### src/rtl/demux_dispatch_ctrl.sv
// demux_dispatch_ctrl: buffers (data, dest) words in a small FIFO and feeds
// the 1-to-8 demux one word per cycle, dropping a head word whose channel
// stays blocked for TIMEOUT consecutive cycles.
module demux_dispatch_ctrl #(
    parameter int DEPTH   = 4,
    parameter int TIMEOUT = 16,
    parameter int DATA_W  = 3
) (
    input  logic                     clk,
    input  logic                     rst,
    input  logic                     in_valid,
    output logic                     in_ready,
    input  logic [DATA_W-1:0]        in_data,
    input  logic [2:0]               in_dest,
    input  logic [7:0]               ch_ready,
    output logic [DATA_W-1:0]        dmx_data,
    output logic [2:0]               dmx_sel,
    output logic                     dmx_en,
    output logic                     drop_pulse,
    output logic [7:0]               drop_count,
    output logic [$clog2(DEPTH):0]   fifo_count
);

    localparam int AW = $clog2(DEPTH);
    localparam int TW = (TIMEOUT > 1) ? $clog2(TIMEOUT) : 1;
    localparam logic [AW:0]   FULL_COUNT = (AW + 1)'(DEPTH);
    localparam logic [TW-1:0] TIMER_MAX  = TW'(TIMEOUT - 1);

    typedef enum logic [1:0] {
        IDLE,
        RUN,
        WAIT
    } state_t;

    logic [DATA_W+2:0] mem [DEPTH];
    logic [AW-1:0]     wr_ptr;
    logic [AW-1:0]     rd_ptr;
    logic [AW:0]       count;
    logic [AW:0]       count_nxt;
    logic [TW-1:0]     timer;
    state_t            state;
    state_t            state_nxt;

    logic              push;
    logic              pop;
    logic              head_valid;
    logic              dispatch;
    logic              block;
    logic              drop;
    logic [2:0]        hd;
    logic [DATA_W-1:0] hdata;

    // A full FIFO refuses input even when it is popping this cycle (no bypass).
    assign in_ready   = !rst && (count != FULL_COUNT);
    assign push       = in_valid && in_ready;
    assign {hd, hdata} = mem[rd_ptr];
    assign fifo_count = count;

    // Storage array; pointer and occupancy reset make old contents unreachable.
    always_ff @(posedge clk) begin
        if (push) begin
            mem[wr_ptr] <= {in_dest, in_data};
        end
    end

    // State register.
    always_ff @(posedge clk) begin
        if (rst) begin
            state <= IDLE;
        end else begin
            state <= state_nxt;
        end
    end

    // Next state: IDLE whenever the FIFO ends up empty, WAIT while the same head stays blocked.
    always_comb begin
        count_nxt = count;
        case ({push, pop})
            2'b10:   count_nxt = count + 1'b1;
            2'b01:   count_nxt = count - 1'b1;
            default: count_nxt = count;
        endcase
        state_nxt = RUN;
        if (count_nxt == '0) begin
            state_nxt = IDLE;
        end else if (block) begin
            state_nxt = WAIT;
        end
    end

    // Head evaluation: exactly one of dispatch/block/drop when a word is buffered.
    always_comb begin
        head_valid = (state != IDLE);
        dispatch   = head_valid && ch_ready[hd];
        block      = head_valid && !ch_ready[hd] && (timer != TIMER_MAX);
        drop       = head_valid && !ch_ready[hd] && (timer == TIMER_MAX);
        pop        = dispatch || drop;
    end

    // Datapath registers: pointers, occupancy, blocked-cycle timer and demux outputs.
    always_ff @(posedge clk) begin
        if (rst) begin
            wr_ptr     <= '0;
            rd_ptr     <= '0;
            count      <= '0;
            timer      <= '0;
            dmx_en     <= 1'b0;
            dmx_data   <= '0;
            dmx_sel    <= '0;
            drop_pulse <= 1'b0;
            drop_count <= '0;
        end else begin
            if (push) begin
                wr_ptr <= wr_ptr + 1'b1;
            end
            if (pop) begin
                rd_ptr <= rd_ptr + 1'b1;
            end
            count      <= count_nxt;
            timer      <= block ? timer + 1'b1 : '0;
            dmx_en     <= dispatch;
            dmx_data   <= dispatch ? hdata : '0;
            dmx_sel    <= dispatch ? hd : 3'd0;
            drop_pulse <= drop;
            if (drop && (drop_count != 8'hFF)) begin
                drop_count <= drop_count + 1'b1;
            end
        end
    end

endmodule

### config.mk
export PLATFORM = sky130hd
export DESIGN_NAME = demux_dispatch_ctrl
export DESIGN_NICKNAME = d
export VERILOG_FILES = /design/src/rtl/demux_dispatch_ctrl.sv
export SDC_FILE = /design/constraint.sdc
export NUM_CORES = 1
export LEC_CHECK = 0
export ABC_AREA = 1
export ABC_CLOCK_PERIOD_IN_PS = 6800
export BUFFER_PORTS_ARGS = -buffer_cell sky130_fd_sc_hd__buf_2
export CAP_MARGIN = 5
export CORE_AREA = 2 2 132 82
export DETAILED_ROUTE_END_ITERATION = 8
export DIE_AREA = 0 0 134 84
export PLACE_DENSITY_LB_ADDON = 0.12
export REMOVE_ABC_BUFFERS = 1
export SYNTH_ARGS = -nofsm -noshare
export SYNTH_HDL_FRONTEND = slang
export SYNTH_SLANG_ARGS = --single-unit
### constraint.sdc
create_clock -name clk -period 6.8 [get_ports clk]
set_input_delay 0.68 -clock clk [delete_from_list [all_inputs] [get_ports clk]]
set_output_delay 0.68 -clock clk [all_outputs]
set_load 0.05 [all_outputs]
==> results of run 1 <==
==> layout by cell type, fill, tap and decap left out <==
cell type | synthesis | layout
nand4_2 | 1 | 1
nor3_1 | 5 | 5
nor2_2 | 1 | 1
clkinvlp_4 | 0 | 1
o21bai_1 | 3 | 3
o21ai_0 | 3 | 3
dfxtp_1 | 31 | 31
nand4_4 | 1 | 1
xor2_1 | 3 | 3
buf_2 | 1 | 36
a21o_1 | 1 | 1
nor3_2 | 3 | 3
clkinv_1 | 1 | 1
xnor2_1 | 1 | 1
nand3_4 | 2 | 2
inv_1 | 36 | 36
clkbuf_16 | 0 | 5
ha_1 | 7 | 7
nor2_1 | 33 | 33
or2_2 | 1 | 1
nand2_8 | 1 | 1
edfxtp_1 | 24 | 24
fa_1 | 1 | 1
nand3_1 | 13 | 13
nor2_4 | 1 | 1
nand2_2 | 2 | 2
clkinv_2 | 0 | 1
a21oi_1 | 11 | 11
inv_2 | 4 | 4
a31oi_1 | 2 | 2
nand3_2 | 6 | 6
nand2_1 | 52 | 52
nand3b_1 | 4 | 4
clkbuf_1 | 1 | 1
nand4_1 | 6 | 6
==> worst reg2reg max path, stage by stage (launching register included) <==
cell	delay, ns
dfxtp_1	0.61
inv_2	0.21
nand2_1	0.12
nand3_2	0.12
nand3b_1	0.12
nand3_1	0.14
nand3_4	0.14
nand2_8	0.09
a21o_1	0.20
inv_1	0.07
ha_1	0.13
inv_1	0.07
fa_1	0.39
a21oi_1	0.15
o21ai_0	0.11
xnor2_1	0.13
inv_1	0.08
nand3_1	0.07
nand3_1	0.09
inv_1	0.04
==> power breakdown <==
part | switching [mW] | total (mW) | internal (mW) | leakage, nW
registers | 0.0273 | 0.407 | 0.380 | 0.470
clock network | 0.113 | 0.249 | 0.136 | 0.0669
logic | 0.249 | 0.352 | 0.103 | 0.747
total | 0.389 | 1.01 | 0.620 | 1.28
==> registers in the layout, summed over array words and instances, names as in the netlist, 2 cells and up, named ones only <==
register    count
drop_count      8
dmx_sel         3
wr_ptr          2
rd_ptr          2
fifo_count      3
timer           4
state           2
dmx_data        3
mem            24
==> cells by family after synthesis <==
kind of cell             synth area share
AO/OA/AOI/OAI                      0.0456
XOR/XNOR                           0.0142
adder cells (fa/ha/maj)            0.0436
buffers and inverters              0.0734
flip-flops                          0.543
AND/OR/NAND/NOR                     0.280
==> per-stage QoR <==
stage | utilization | area (um^2) | total power [mW] | worst slack [ns]
final | 0.288 | 2940 | 1.01 | 3.62
after global routing | 0.288 | 2940 | 1.08 | 3.23
after CTS | 0.288 | 2940 | 1.03 | 3.60
after detailed placement | 0.274 | 2800 | 0.770 | 3.66
after global placement | 0.274 | 2800 | 0.772 | 3.73
after floorplan | - | 2440 | 0.691 | 3.47
==> layout make-up <==
cell class              count  area (um^2)
well taps                 139          174
multi-input cells         164          947
inverters                  41          154
fillers                  1087         7260
repair buffers             36          180
clock buffers               6          129
flip-flops and latches     55         1340
clock inverters             2         12.5
==> worst min-delay path by stage <==
stage                                to  slack [ns]
finish              timer[0]$_SDFF_PP0_        0.45
global route        timer[0]$_SDFF_PP0_        0.47
CTS                 timer[0]$_SDFF_PP0_        0.45
detailed placement  timer[0]$_SDFF_PP0_        0.44
global placement    timer[0]$_SDFF_PP0_        0.44
floorplan           timer[0]$_SDFF_PP0_        0.42
==> routing by layer <==
layer  routed length (um)  global-route usage  vias up
met5                    0                   0        -
met4                   38              0.0261        0
met3                  229              0.0267        2
met2                 1920               0.125       31
met1                 3230               0.168      777
li1                     -                   -      931
==> flow_summary.json, run 1 <==
{
  "critPathMaxStageDelay_ns": 0.61,
  "hold_start": "timer[0]$_SDFF_PP0_",
  "synth-warning-count": 0,
  "ios": 37,
  "cts_setup_buffers": 0,
  "core_area_um2": 10200,
  "post-dp-hpwl_mm": 4.10,
  "min_period_ns": 3.18,
  "synthArstFlopShare": 0,
  "die_x_um": 134,
  "power_leakage_nw": 1.28,
  "critical_path_required_ns": 6.98,
  "hold_depth": 1,
  "fp.dieH_um": 84,
  "hold_viol_final": 0,
  "antenna_found_initial": 0,
  "num_rows": 29,
  "clk_latency_ns": 0.28,
  "diodes": 0,
  "wl_per_cell_um": 12.2,
  "tns_ns": 0,
  "grt_overflow": 0,
  "timing.fmax_mhz": 314,
  "cpMaxStageDelayCell": "dfxtp_1",
  "worstPathCellList": "inv_2, nand2_1, nand3_2, nand3b_1, nand3_1, nand3_4, nand2_8, a21o_1, inv_1, ha_1, inv_1, fa_1, a21oi_1, o21ai_0, xnor2_1, inv_1, nand3_1, nand3_1, inv_1",
  "portBuffers": 36,
  "area.growth.synth_to_final_pct": 18.9,
  "endpoint_kind": "flop",
  "cp.arrival_ns": 3.37,
  "synthCells": 264,
  "synthFlopType": "dfxtp_1",
  "synth_top_area_share": 0.292,
  "setup_violations": 0,
  "cts_buffer_depth": 2,
  "grt_pass1_wl_mm": 8.85,
  "ys_ff_latch": 55,
  "crit_type": "flop to flop",
  "drv_cap": 0,
  "yosys.area.top_type": "edfxtp_1",
  "ctsResizeCount": 0,
  "drc": 0,
  "drv_slew": 0,
  "finClkSkew_ns": 0.00470,
  "stdcell_count": 443,
  "dieArea_um2": 11300,
  "min_path_type": "flop to flop",
  "viasPerCell": 3.93,
  "ys_types": 34,
  "whs_ns": 0.448,
  "drt.antenna.violating_nets": 0,
  "synthTopCellsByArea": "edfxtp_1 29%, dfxtp_1 25%, nand2_1 7.9%",
  "min_period_over_period": 0.468,
  "r2r_cells": 19,
  "clk_pin_slew_ns": 0.07,
  "status": "completed",
  "vias": 1741,
  "cts_hold_buf": 0,
  "synth_common_cells": "52 x nand2_1, 36 x inv_1, 33 x nor2_1",
  "place_inst": 435,
  "synth_area_per_cell_um2": 9.36,
  "start_kind": "flop",
  "syn_area_um2": 2470,
  "cp_top_family": "simple AND/OR/NAND/NOR gates",
  "r2r_slack_ns": 3.62,
  "cts_buffers": 5,
  "synth.most_common_cell": "nand2_1",
  "r2r_end": "state[0]$_SDFF_PP0_",
  "drt_iter0_drc": 96,
  "clock_sinks": 55,
  "htreeDepth": 2,
  "path_buf_inv": 5,
  "grt_pass1_vias": 1609,
  "gp_congestion": 0.741,
  "seq_area_frac_synth": 0.543,
  "cts_root_buf": "clkbuf_16",
  "rsz0062_at_grt": "no",
  "nets": 328,
  "drive_above_1_share": 0.217,
  "path_depth": 19,
  "grt_max_degree": 17,
  "drt-pass1-iter-count": 4,
  "slew_headroom": 0.532,
  "vdd_drop_max_mv": 0.122,
  "initial_utilization": 0.242,
  "synth_edf_count": 24,
  "critPathMaxFanout": 13,
  "crit_end": "state[0]$_SDFF_PP0_",
  "critical_path.most_common_cell": "inv_1",
  "tightest_slew_ns": 0.699,
  "cts_tree": "built",
  "drt-total-wl_mm": 5.43,
  "grtUsageTotal": 0.102,
  "power_density_nw_per_um2": 343
}
No activity file was read; power rests on OpenSTA's default activity.
==> inputs of run 2 (changes only) <==
ABC_CLOCK_PERIOD_IN_PS = 2940   (was 6800)
clock period = 2.94 ns   (was 6.8 ns; I/O delays follow)
==> flow_summary.json, run 2 (synthesis gave the netlist of run 1 again) <==
{
  "status": "completed",
  "fp.dieH_um": 84,
  "clock_sinks": 55,
  "drv_slew": 0,
  "critPathMaxFanout": 8,
  "drc": 0,
  "final_cell_mix": "52 x nand2_1, 36 x inv_1, 36 x buf_2",
  "post-route-util": 0.295,
  "power_leakage_nw": 1.32,
  "slew_headroom": 0.573,
  "viasPerCell": 3.97,
  "cts_buffer_depth": 2,
  "gp_congestion": 0.718,
  "drive_above_1_share": 0.248,
  "timing.fmax_mhz": 374,
  "drt-pass1-iter-count": 4,
  "reg.largest.list": "mem x24, drop_count x8, timer x4",
  "regArea_um2": 1350,
  "dieArea_um2": 11300,
  "hold_viol_final": 0,
  "finClkSkew_ns": 0.00892,
  "vias": 1783,
  "critical_path_required_ns": 3.13,
  "multi_input_area_um2": 957,
  "nets": 334,
  "swShare": 0.386,
  "p_clk_frac": 0.240,
  "clk_pin_slew_ns": 0.07,
  "htreeDepth": 2,
  "clk_latency_ns": 0.29,
  "seqPwrFrac": 0.387,
  "grt_max_degree": 17,
  "p_int_mw": 1.49,
  "grtUsageTotal": 0.101,
  "drt-total-wl_mm": 5.47,
  "endpoint_kind": "flop",
  "r2r_cells": 20,
  "portBuffers": 36,
  "start_kind": "flop",
  "cts_tree": "built",
  "cts_hold_buf": 0,
  "ios": 37,
  "crit_type": "flop to flop",
  "min_period_ns": 2.67,
  "cts_buffers": 5,
  "cts_root_buf": "clkbuf_16",
  "fillerInstances": 1086,
  "hold_depth": 1,
  "area.growth.synth_to_final_pct": 21.7,
  "place_inst": 439,
  "post-dp-hpwl_mm": 4.20,
  "wl_per_cell_um": 12.2,
  "power_density_nw_per_um2": 809,
  "cp.arrival_ns": 2.86,
  "whs_ns": 0.227,
  "tightest_slew_ns": 0.639,
  "setup_violations": 0,
  "min_period_over_period": 0.910,
  "vdd_drop_max_mv": 0.301,
  "grt_pass1_wl_mm": 8.64,
  "min_path_type": "input pin to flop",
  "drv_cap": 0,
  "grt_overflow": 0,
  "p_switching_mw": 0.939,
  "diodes": 0,
  "final_common_cell": "nand2_1",
  "largest_reg_flops": 24,
  "grt_pass1_vias": 1599,
  "stdcell_count": 449,
  "drt.antenna.violating_nets": 0,
  "antenna_found_initial": 0,
  "die_x_um": 134,
  "num_rows": 29,
  "initial_utilization": 0.242,
  "core_area_um2": 10200,
  "top_register": "mem",
  "drt_iter0_drc": 107,
  "power_mw": 2.43,
  "comb_power_share": 0.373
}
==> run 2: cell types whose count changed in the layout (fill, tap and decap cells not counted), sizes merged <==
cell,before,now
buf,36,42
==> run 2: layout make-up <==
cell class / instances / share of cell area
clock buffer: 6 / 0.0429
clock inverter: 2 / 0.00416
inverter: 41 / 0.0529
multi-input combinational: 164 / 0.318
sequential: 55 / 0.448
tap: 139 / 0.0578
timing repair buffer: 42 / 0.0762
==> run 2: power by group through the flow <==
stage          logic (mW)  registers (mW)  clock network (mW)
4_1_cts             0.874           0.935               0.606
2_1_floorplan       0.540            1.06                   0
5_1_grt              1.00           0.952               0.642
3_5_place_dp        0.872           0.952                   0
3_3_place_gp        0.882           0.951                   0
6_report            0.906           0.942               0.584
==> run 2: what timing repair did <==
action                     4_1_cts  5_1_grt
setup buffers                    0        2
gates resized for setup          0       10
setup endpoints to repair        0        3
==> run 2: final timing paths <==
kind / slack, ns / to / from
setup / recovery: 0.27 / state[0]$_SDFF_PP0_ / flop
hold / removal: 0.23 / mem[2][3]$_DFFE_PP_ / in_dest[0]
setup reg to reg: 0.27 / state[0]$_SDFF_PP0_ / flop
hold reg to reg: 0.46 / timer[0]$_SDFF_PP0_ / timer[0]$_SDFF_PP0_
==> run 2: stage by stage <==
step           setup TNS [ns]  area [um^2]  setup slack, ns
2_1_floorplan           -1.19         2440           -0.388
3_3_place_gp                0         2830            0.108
3_5_place_dp                0         2830           0.0613
4_1_cts                     0         2970           0.0373
5_1_grt               -0.0139         3010          -0.0139
6_report                    0         3010            0.266
==> run 2: worst max-delay path: stages (launching register included) <==
cell and delay (ns):
dfxtp_4 0.41, buf_6 0.14, nand2_1 0.05, nand3_1 0.09, nand2_2 0.10, inv_2 0.09
nand3_2 0.09, nand3_4 0.12, nand2_8 0.05, a21o_1 0.19, inv_1 0.06, ha_1 0.13
inv_1 0.07, fa_2 0.36, a21oi_2 0.13, o21ai_1 0.08, xnor2_1 0.12, inv_1 0.09
nand3_1 0.07, nand3_1 0.09, inv_1 0.04
==> run 2: routing by layer <==
metal / up-vias / GRT usage / routed length (um)
met1: 799 / 0.164 / 3220
met5: - / 0 / 0
met2: 37 / 0.124 / 1910
met3: 4 / 0.0267 / 285
met4: 0 / 0.0319 / 58
li1: 943 / - / -
==> inputs of run 3 (changes only) <==
REMOVE_ABC_BUFFERS = unset   (was 1)
SLEW_MARGIN = 20   (was unset)
==> flow_summary.json, run 3 (synthesis gave the netlist of run 1 again) <==
{
  "status": "completed",
  "critical_path_required_ns": 3.13,
  "grt_pass1_wl_mm": 9.12,
  "drv_slew": 0,
  "endpoint_kind": "flop",
  "grt_max_degree": 17,
  "top_register": "mem",
  "final_cell_mix": "52 x nand2_1, 36 x inv_1, 36 x buf_2",
  "critical_path.most_common_cell": "inv_1",
  "worstPathCellList": "buf_4, nand2_1, nand3_1, nand2_2, inv_2, nand3_2, nand3_4, nand2_8, a21o_1, inv_1, ha_1, inv_1, fa_2, a21oi_1, o21ai_1, xnor2_1, inv_1, nand3_1, nand3_1, inv_1",
  "min_period_over_period": 0.907,
  "dp_slack_ns": 0.0545,
  "area.growth.synth_to_final_pct": 21.1,
  "htreeDepth": 2,
  "grt_pass1_vias": 1736,
  "largest_reg_flops": 24,
  "cts_buffer_depth": 2,
  "slew_headroom": 0.556,
  "whs_ns": 0.227,
  "cts_tree": "built",
  "ios": 37,
  "cts_root_buf": "clkbuf_16",
  "dieArea_um2": 11300,
  "critPathMaxFanout": 6,
  "drt.antenna.violating_nets": 0,
  "power_mw": 2.41,
  "power_leakage_nw": 1.31,
  "wl_per_cell_um": 12.2,
  "core_area_um2": 10200,
  "postPlaceCellArea_um2": 2830,
  "grt_overflow": 0,
  "setup_ws_ns": 0.274,
  "clock_sinks": 55,
  "clk_pin_slew_ns": 0.07,
  "cp.arrival_ns": 2.86,
  "drt_iter0_drc": 122,
  "viasPerCell": 3.94,
  "clk_latency_ns": 0.29,
  "final_common_cell": "nand2_1",
  "reg.largest.list": "mem x24, drop_count x8, timer x4",
  "num_rows": 29,
  "min_path_type": "input pin to flop",
  "vias": 1760,
  "timing.fmax_mhz": 375,
  "tns_ns": 0,
  "min_period_ns": 2.67,
  "cts_buffers": 5,
  "power_density_nw_per_um2": 806,
  "fp.dieH_um": 84,
  "cp_top_family": "simple AND/OR/NAND/NOR gates",
  "vdd_drop_max_mv": 0.249,
  "cpMaxStageDelayCell": "dfxtp_4",
  "finClkSkew_ns": 0.00239,
  "antenna_found_initial": 0,
  "setup_violations": 0,
  "start_kind": "flop",
  "nets": 332,
  "die_x_um": 134,
  "syn-num-nets": 289,
  "gp_congestion": 0.728,
  "drt-total-wl_mm": 5.46,
  "critPathMaxStageDelay_ns": 0.38,
  "drive_above_1_share": 0.240,
  "grtUsageTotal": 0.105,
  "hold_viol_final": 0,
  "post-dp-hpwl_mm": 4.12,
  "drv_cap": 0,
  "tightest_slew_ns": 0.663,
  "path_buf_inv": 6,
  "initial_utilization": 0.242,
  "fin_area_um2": 2990,
  "drt-pass1-iter-count": 4,
  "cts_hold_buf": 0,
  "crit_type": "flop to flop",
  "drc": 0,
  "portBuffers": 36,
  "diodes": 0
}
## run 3: cell type report
class / instances / area [um^2]
Fill cell: 1079 / 7210
Sequential cell: 55 / 1350
Multi-Input combinational cell: 164 / 960
Timing Repair Buffer: 40 / 210
Tap cell: 139 / 174
Inverter: 41 / 156
Clock buffer: 6 / 129
Clock inverter: 2 / 12.5
## run 3: layer usage
metal / part of all wire / track usage / vias to the layer above
met4: 0.013 / 0.0319 / 0
met5: 0 / 0 / -
met1: 0.58 / 0.164 / 779
li1: - / - / 939
met3: 0.049 / 0.0279 / 7
met2: 0.35 / 0.135 / 35
## run 3: where the power goes
group | switching (mW) | internal [mW]
clock network | 0.270 | 0.316
registers | 0.0560 | 0.885
logic | 0.600 | 0.284
## run 3: through the flow
step,util,instances
after floorplan,-,264
after global placement,0.277,438
after detailed placement,0.277,438
after CTS,0.291,446
after global routing,0.293,447
final,0.293,447
## run 3: worst paths after layout
check / from / endpoint / slack [ns] / cells past startpoint
max: flop / state[0]$_SDFF_PP0_ / 0.27 / 20
min: in_data[1] / mem[3][1]$_DFFE_PP_ / 0.23 / 1
max reg2reg: flop / state[0]$_SDFF_PP0_ / 0.27 / 20
min reg2reg: timer[0]$_SDFF_PP0_ / timer[0]$_SDFF_PP0_ / 0.48 / 1
## run 3: worst reg2reg max path, stage by stage (launching register included)
cell and delay (ns):
dfxtp_4 0.38, buf_4 0.14, nand2_1 0.05, nand3_1 0.09, nand2_2 0.10, inv_2 0.09
nand3_2 0.10, nand3_4 0.12, nand2_8 0.05, a21o_1 0.18, inv_1 0.08, ha_1 0.13
inv_1 0.07, fa_2 0.34, a21oi_1 0.14, o21ai_1 0.09, xnor2_1 0.12, inv_1 0.08
nand3_1 0.08, nand3_1 0.09, inv_1 0.04
## run 3: what timing repair did
action                                  4_1_cts  5_1_grt
setup buffers                                 0        1
resized for setup                             0        8
endpoints found under the setup margin        0        3
